<file path="src/rtl/int_to_float_converter.sv">
// Sign-magnitude int8 to 13-bit float {sign, exp[3:0], sig[7:0]} converter.
// Normalizes one bit per cycle behind valid/ready handshakes on both sides.
module int_to_float_converter (
  input  logic        clk_i,
  input  logic        rst_ni,
  input  logic [7:0]  int_i,
  input  logic        in_valid_i,
  output logic        in_ready_o,
  output logic [12:0] float_o,
  output logic        out_valid_o,
  input  logic        out_ready_i
);

  // state | meaning
  // IDLE  | waiting for an input, in_ready_o high
  // NORM  | shifting sig left until its MSB is set
  // DONE  | result presented, waiting for out_ready_i
  typedef enum logic [1:0] {
    IDLE = 2'd0,
    NORM = 2'd1,
    DONE = 2'd2
  } state_t;

  state_t      state_q, state_d;
  logic        sign_q, sign_d;
  logic [3:0]  exp_q, exp_d;
  logic [7:0]  sig_q, sig_d;
  logic [6:0]  w_mag;
  logic [7:0]  w_sig_shl;

  assign w_mag     = int_i[6:0];
  assign w_sig_shl = sig_q << 1;

  always_ff @(posedge clk_i or negedge rst_ni) begin
    if (!rst_ni) begin
      state_q <= IDLE;
      sign_q  <= 1'b0;
      exp_q   <= 4'd0;
      sig_q   <= 8'd0;
    end else begin
      state_q <= state_d;
      sign_q  <= sign_d;
      exp_q   <= exp_d;
      sig_q   <= sig_d;
    end
  end

  always_comb begin
    state_d = state_q;
    sign_d  = sign_q;
    exp_d   = exp_q;
    sig_d   = sig_q;
    case (state_q)
      IDLE: begin
        if (in_valid_i) begin
          if (w_mag == 7'd0) begin
            // negative zero is canonicalized to +0
            sign_d  = 1'b0;
            exp_d   = 4'd0;
            sig_d   = 8'd0;
            state_d = DONE;
          end else begin
            sign_d  = int_i[7];
            exp_d   = 4'd8;
            sig_d   = {1'b0, w_mag};
            state_d = NORM;
          end
        end
      end
      NORM: begin
        // m is non-zero here, so the MSB is reached within 7 shifts
        sig_d = w_sig_shl;
        exp_d = exp_q - 4'd1;
        if (w_sig_shl[7]) state_d = DONE;
      end
      DONE: begin
        if (out_ready_i) state_d = IDLE;
      end
      default: state_d = IDLE;
    endcase
  end

  assign in_ready_o  = (state_q == IDLE);
  assign out_valid_o = (state_q == DONE);
  assign float_o     = {sign_q, exp_q, sig_q};

endmodule

</file>
<file path="config.mk">
export PLATFORM = sky130hd
export DESIGN_NAME = int_to_float_converter
export DESIGN_NICKNAME = d
export VERILOG_FILES = /design/src/rtl/int_to_float_converter.sv
export SDC_FILE = /design/constraint.sdc
export NUM_CORES = 1
export LEC_CHECK = 0
export BUFFER_PORTS_ARGS = -buffer_cell sky130_fd_sc_hd__buf_4
export CAP_MARGIN = 0
export CORE_MARGIN = 5
export CORE_UTILIZATION = 45
export CTS_CLUSTER_DIAMETER = 80
export DETAILED_ROUTE_END_ITERATION = 12
export PLACE_DENSITY = 0.69
export SLEW_MARGIN = 20
export SYNTH_ARGS = -nofsm -noshare
export SYNTH_HDL_FRONTEND = slang
export SYNTH_SLANG_ARGS = --single-unit
</file>
<file path="constraint.sdc">
create_clock -name clk_i -period 4.6 [get_ports clk_i]
set_clock_uncertainty 0.2 [all_clocks]
set_input_delay 0.23 -clock clk_i [delete_from_list [all_inputs] [get_ports clk_i]]
set_output_delay 0.23 -clock clk_i [all_outputs]
set_load 0.01 [all_outputs]
</file>
==> summary.md, run 1 <==
| Metric | Value |
|---|---|
| First-pass GRT wire length | between 3000 and 4000 um |
| Clock Latency Late Sink | between 200 and 300 ps |
| Wire length per cell | 14.3 um |
| I/O pin count | 27 |
| CTS H-tree depth | 1 |
| Share of cells above drive strength 1 | approximately 29% |
| N_diodes | 0 |
| Largest net degree at the start of global routing | 19 |
| Post-synthesis cell area | between 800 and 900 um2 |
| Worst slack, placed | roughly 2800 ps |
| Overflow after GRT | 0 |
| Final Cycle Share | around two fifths |
| Ys Warns | 0 |
| Antenna violations before repair | 0 |
| Synthesized instance count | 82 |
| PostCTS Resize Cnt | 0 |
| Required time at the worst-slack endpoint | about 4600 ps |
| Kind of critical path | reg -> reg |
| Vias/cell | between 5 and 6 |
| Vias in the first global route | 706 |
| Crit path arrival time | 1810 ps |
| DP HPWL | 1390 um |
| Worst Setup Start Kind | flip-flop |
| CTS tree | yes |
| Setup violators final | 0 |
| Tightest Hold Check Type | in -> reg |
| Synthesized area per cell | 9.78 um2 |
| Leak | 0.000470 uW |
| Setup TNS | 0 ps |
| Outcome | finished, final reports clean |
| Final Wtd Congestion | 0.779 |
| Element type at the critical path end | flip-flop |
| Final hold viol count | 0 |
| Max_slew headroom | 57.6% |
| Vias | 707 |
| Max Fclk | approximately 550 MHz |
| PwrDens | 648 mW/mm2 |
| Tmin final | around 1800 ps |
| Maxcap violations | 0 |
| Flops & latches, synth | 15 |
| Core ar. | 0.00171 mm2 |
| Post-synthesis sequential area ratio | 46.8% |
| Post-route ant nets | 0 |
| DIE WIDTH | 52.2 um |
| Num CTS Buffers | 3 |
| Clk slew on worst S/H paths | 90 ps |
| Synth unique cells | 23 |
| Worst hold margin | 49.5 ps |
| Post-CTS setup buffers | 0 |
| Syn Nets | 95 |
| Die height | 52.2 um |
| Nets | 123 |
| Root Driver | clkbuf_4 |
| Post-Route WL | 1920 um |
| Worst Path Max Fanout | 18 |
| Fin worst setup slack | 2790 ps |
| Total GRT Usage | 16.0% |
| Initial Utilization | 47.0% |
| Worst Tran Pin Value | 635 ps |
| Area after DPL | between 0.001 and 0.0015 mm2 |
| Maximum VDD drop | 0.000347 V |
| Clk sinks | 15 |
| First-iteration detailed-routing DRC count | 12 |
| P&R area growth vs syn | 31.2% |
| Cell row count | 15 |
| Fin area | ~0.0011 mm2 |
| Fin. max-slew vios | 0 |
| CTS Hold Buffers Added | 2 |
| Remaining routing DRC violations | 0 |
| Drt pass-1 iters | 4 |
| Buffers on Ports | 26 |
| Die area | ~0.0027 mm2 |
| RSZ-0062 raised after global routing | false |
| Maximum root-to-sink buffer count | 2 |
[worst paths after layout]
kind                             from  endpoint  slack (ps)  cells after the start
setup / recovery           state_q[0]  sig_q[4]        2790                      3
hold / removal               int_i[1]  sig_q[1]          50                      3
setup reg to reg           state_q[0]  sig_q[4]        2790                      3
hold reg to reg              sig_q[7]  sig_q[7]         310                      1
max in group asynchronous      rst_ni  exp_q[0]        3890                      2
min in group asynchronous      rst_ni  sig_q[5]         140                      2
[through the flow]
step           util (%)  total power (uW)  cells
2_1_floorplan         -               468     82
3_3_place_gp       58.9               600    128
3_5_place_dp       58.9               610    128
4_1_cts            61.6               688    134
5_1_grt            61.6               741    134
6_report           61.6               682    134
[cells in the final DEF (no fill, tap or decap), drive strengths merged]
| cell type | Yosys | layout |
|---|---|---|
| a21oi | 8 | 8 |
| a221o | 1 | 1 |
| a221oi | 1 | 1 |
| a22o | 2 | 2 |
| a22oi | 6 | 6 |
| and2b | 1 | 1 |
| buf | 1 | 26 |
| clkbuf | 4 | 4 |
| dfrtp | 15 | 15 |
| dlygate4sd3 | 0 | 2 |
| ha | 1 | 1 |
| inv | 3 | 3 |
| mux2i | 1 | 1 |
| nand2 | 3 | 3 |
| nand2b | 4 | 4 |
| nor2 | 2 | 2 |
| nor2b | 12 | 12 |
| nor3 | 1 | 1 |
| nor4 | 1 | 1 |
| o21ai | 10 | 10 |
| o21bai | 1 | 1 |
| o41ai | 2 | 2 |
| or4 | 1 | 1 |
| xnor2 | 1 | 1 |
[power breakdown]
part / switching (uW) / leakage [uW] / internal (uW)
registers: 88.2 / 0.000188 / 192
clock network: 41.6 / 0.0000150 / 33.6
logic: 148 / 0.000267 / 178
[flip-flops by register name (all words and copies together), names as in the netlist]
signal,count
state_q,2
sign_q,1
exp_q,4
sig_q,8
[cell usage after synthesis]
cell type / n / area [um2]
buf_4: 1 / 7.51
a21oi_1: 8 / 40.0
xnor2_1: 1 / 8.76
clkbuf_1: 4 / 15.0
nor4_4: 1 / 21.3
o21ai_0: 10 / 50.1
nand2b_1: 4 / 25.0
a221oi_1: 1 / 8.76
nor3_1: 1 / 5.00
o41ai_1: 2 / 17.5
and2b_1: 1 / 7.51
nor2_1: 2 / 7.51
or4_4: 1 / 11.3
ha_1: 1 / 12.5
a22oi_1: 6 / 45.0
o21bai_1: 1 / 7.51
nor2b_1: 12 / 75.1
nand2_1: 3 / 11.3
inv_1: 3 / 11.3
a221o_2: 1 / 11.3
a22o_1: 2 / 17.5
mux2i_1: 1 / 10.0
dfrtp_1: 15 / 375
[critical path, cell delays in order, from the launching register on]
cell	delay, ps
dfrtp_1	670
nor2b_1	600
a22oi_1	150
o21ai_0	110
[metal layers]
metal  vias up  share of wire (%)  global-route usage, %
met5         -                  0                      0
li1        349                  -                      -
met2        16                 47                   24.9
met1       340                 46                   21.3
met4         0               0.89                   7.66
met3         2                5.3                   3.13
[area by class of cell]
class                      count  area [um2]
clock buffer                   4        26.3
fill                         166         656
inverter                       3        11.3
multi-input combinational     59         393
sequential                    15         375
tap                           25        31.3
timing repair buffer          28         215
[cells by family after synthesis]
group                      after synthesis  share of synthesized area [%]
AOI/OAI and AO/OA                       31                           24.7
xor gates and xnor gates                 1                           1.09
adders and majority gates                1                           1.56
buffers and inverters                    8                           4.21
DFF                                     15                           46.8
muxes                                    1                           1.25
and+or+nand+nor                         25                           20.4
Note: power is estimated with default switching activity, not from simulation.
==> run 2: changes to the inputs <==
clock period = 1.8 ns   (was 4.6 ns; I/O delays follow)
==> summary.md, run 2 (synthesis gave the netlist of run 1 again) <==
| Metric | Value |
|---|---|
| First-pass GRT wire length | 3570 um (+11%) |
| Reg with most FFs | sig_q |
| Maximum root-to-sink buffer count | 2 (unchanged) |
| M3 GR Usage | 3.99% (+0.85 points) |
| GR Layer Usage met1 | 24.4% (+3.2 points) |
| Final Cycle Share | 96.6% |
| DP HPWL | 1450 um (+3.8%) |
| Worst Setup Start Kind | input pin |
| Post-route ant nets | 0 (unchanged) |
| CTS H-tree depth | 1 (unchanged) |
| Most common cell after layout, fill and taps aside | buf_4 |
| PwrDens | 1570 mW/mm2 (+140%) |
| RSZ-0062 raised after global routing | false |
| P&R area growth vs syn | 46.5% |
| First-iteration detailed-routing DRC count | 11 (-1) |
| Largest regs | sig_q: 8 flops, exp_q: 4 flops, state_q: 2 flops |
| CTS tree | yes |
| Reg2reg path depth | 4 (+1) |
| Clock Latency Late Sink | 280 ps (about the same) |
| Die height | 52.2 um (unchanged) |
| Remaining routing DRC violations | 0 (unchanged) |
| Maxcap violations | 0 (unchanged) |
| Outcome | finished, final reports clean |
| Final Wtd Congestion | 0.821 (+5.4%) |
| Kind of critical path | in -> reg |
| Core ar. | 0.00171 mm2 (unchanged) |
| Initial Utilization | 47.0% (unchanged) |
| Maximum VDD drop | 0.000896 V (+160%) |
| Die area | 0.00273 mm2 (unchanged) |
| Hold depth | 3 (unchanged) |
| Cell total after placement | 131 (+2.3%) |
| N_diodes | 0 (unchanged) |
| Worst Tran Pin Value | 523 ps (-112 ps) |
| Clk sinks | 15 (unchanged) |
| Setup violators final | 0 (unchanged) |
| Vias/cell | 5.21 (-1.2%) |
| Required time at the worst-slack endpoint | 1750 ps (-2850 ps) |
| Leak | 0.000527 uW (+12%) |
| Buffers on Ports | 26 (unchanged) |
| Tightest Hold Check Type | in -> reg |
| Layout Cells excl Fill | 147 (+9.7%) |
| Element type at the critical path end | flip-flop |
| Largest net degree at the start of global routing | 13 (-6) |
| Max reg flops | 8 (unchanged) |
| Fill count | 138 (-17%) |
| Wire length per cell | 15.0 um (+5.2%) |
| GRT busiest layer | met2 |
| Max Fclk | 575 MHz |
| Root Driver | clkbuf_4 |
| Drt pass-1 iters | 4 (unchanged) |
| Vias | 766 (+8.3%) |
| Max_slew headroom | 65.0% (+7.4 points) |
| Setup TNS | 0 ps (unchanged) |
| Overflow after GRT | 0 (unchanged) |
| Crit path arrival time | 1690 ps (-120 ps) |
| Total GRT Usage | 17.8% (+1.8 points) |
| Worst Path Max Fanout | 3 (-15) |
| DIE WIDTH | 52.2 um (unchanged) |
| Share of cells above drive strength 1 | 28.7% (-0.67 points) |
| Antenna violations before repair | 0 (unchanged) |
| Clk slew on worst S/H paths | 90 ps (about the same) |
| Final hold viol count | 0 (unchanged) |
| Num CTS Buffers | 3 (unchanged) |
| Nets | 136 (+11%) |
| Vias in the first global route | 765 (+8.4%) |
| Met2 Track Usage GR | 28.2% (+3.3 points) |
| Fin. max-slew vios | 0 (unchanged) |
| I/O pin count | 27 (unchanged) |
| Post-Route WL | 2210 um (+15%) |
| Most frequent cells in the layout | buf_4, dfrtp_1, nor2b_1, dlygate4sd3_1, o21ai_0 |
| Tmin final | ~1700 ps |
| Post-CTS setup buffers | 0 (unchanged) |
| Cell row count | 15 (unchanged) |
run 2: cell types whose count changed in the layout (fill, tap and decap cells not counted), sizes merged:
cell and change:
buf +3, dlygate4sd3 +10
run 2: worst max-delay path, cell delays in order:
cell and delay (ps):
dlygate4sd3_1 540, buf_4 140, or4_4 550, nor4_4 230, a221oi_1 140
run 2: layout make-up:
type                    count  area, um2  share of cell area (%)
flip-flops and latches     15        375                    31.9
inverters                   3       11.3                   0.958
well taps                  25       31.3                    2.66
clock buffers               4       26.3                    2.24
multi-input cells          59        393                    33.4
repair buffers             41        338                    28.8
run 2: worst paths after layout:
| check | from | endpoint | slack, ps |
|---|---|---|---|
| worst max-delay path | int_i[5] | exp_q[3] | 60 |
| worst min-delay path | in_valid_i | sign_q | 10 |
| worst max register to register | state_q[0] | sig_q[6] | 330 |
| worst min register to register | sig_q[7] | sig_q[7] | 310 |
| max in group asynchronous | rst_ni | state_q[1] | 390 |
| min in group asynchronous | rst_ni | exp_q[0] | 540 |
run 2: repair_timing:
action                                  in CTS  in global routing
endpoints found under the hold margin       25                  0
endpoints found under the setup margin       0                  0
hold buffers                                12                  0
gates resized for setup                      0                  0
run 2: metal layers:
metal	wire [um]	up-vias
met2	1100	24
met3	134	2
met5	0	-
li1	-	373
met4	12	0
met1	965	367
run 2: stage by stage:
step           util [%]  power (uW)  setup WS, ps  hold WS [ps]  area (um2)
3_3_place_gp       60.2        1600           374          -244        1030
5_1_grt            68.8        2000          4.62          18.5        1170
3_5_place_dp       60.2        1630           341          -242        1030
2_1_floorplan         -        1200           356          -406         802
4_1_cts            68.8        1860          81.2          12.1        1170
6_report           68.8        1850          60.4          11.0        1170
run 2: power by group:
group          switching [uW]  internal, uW
combinational             464           514
sequential                182           492
clock                     111          85.9
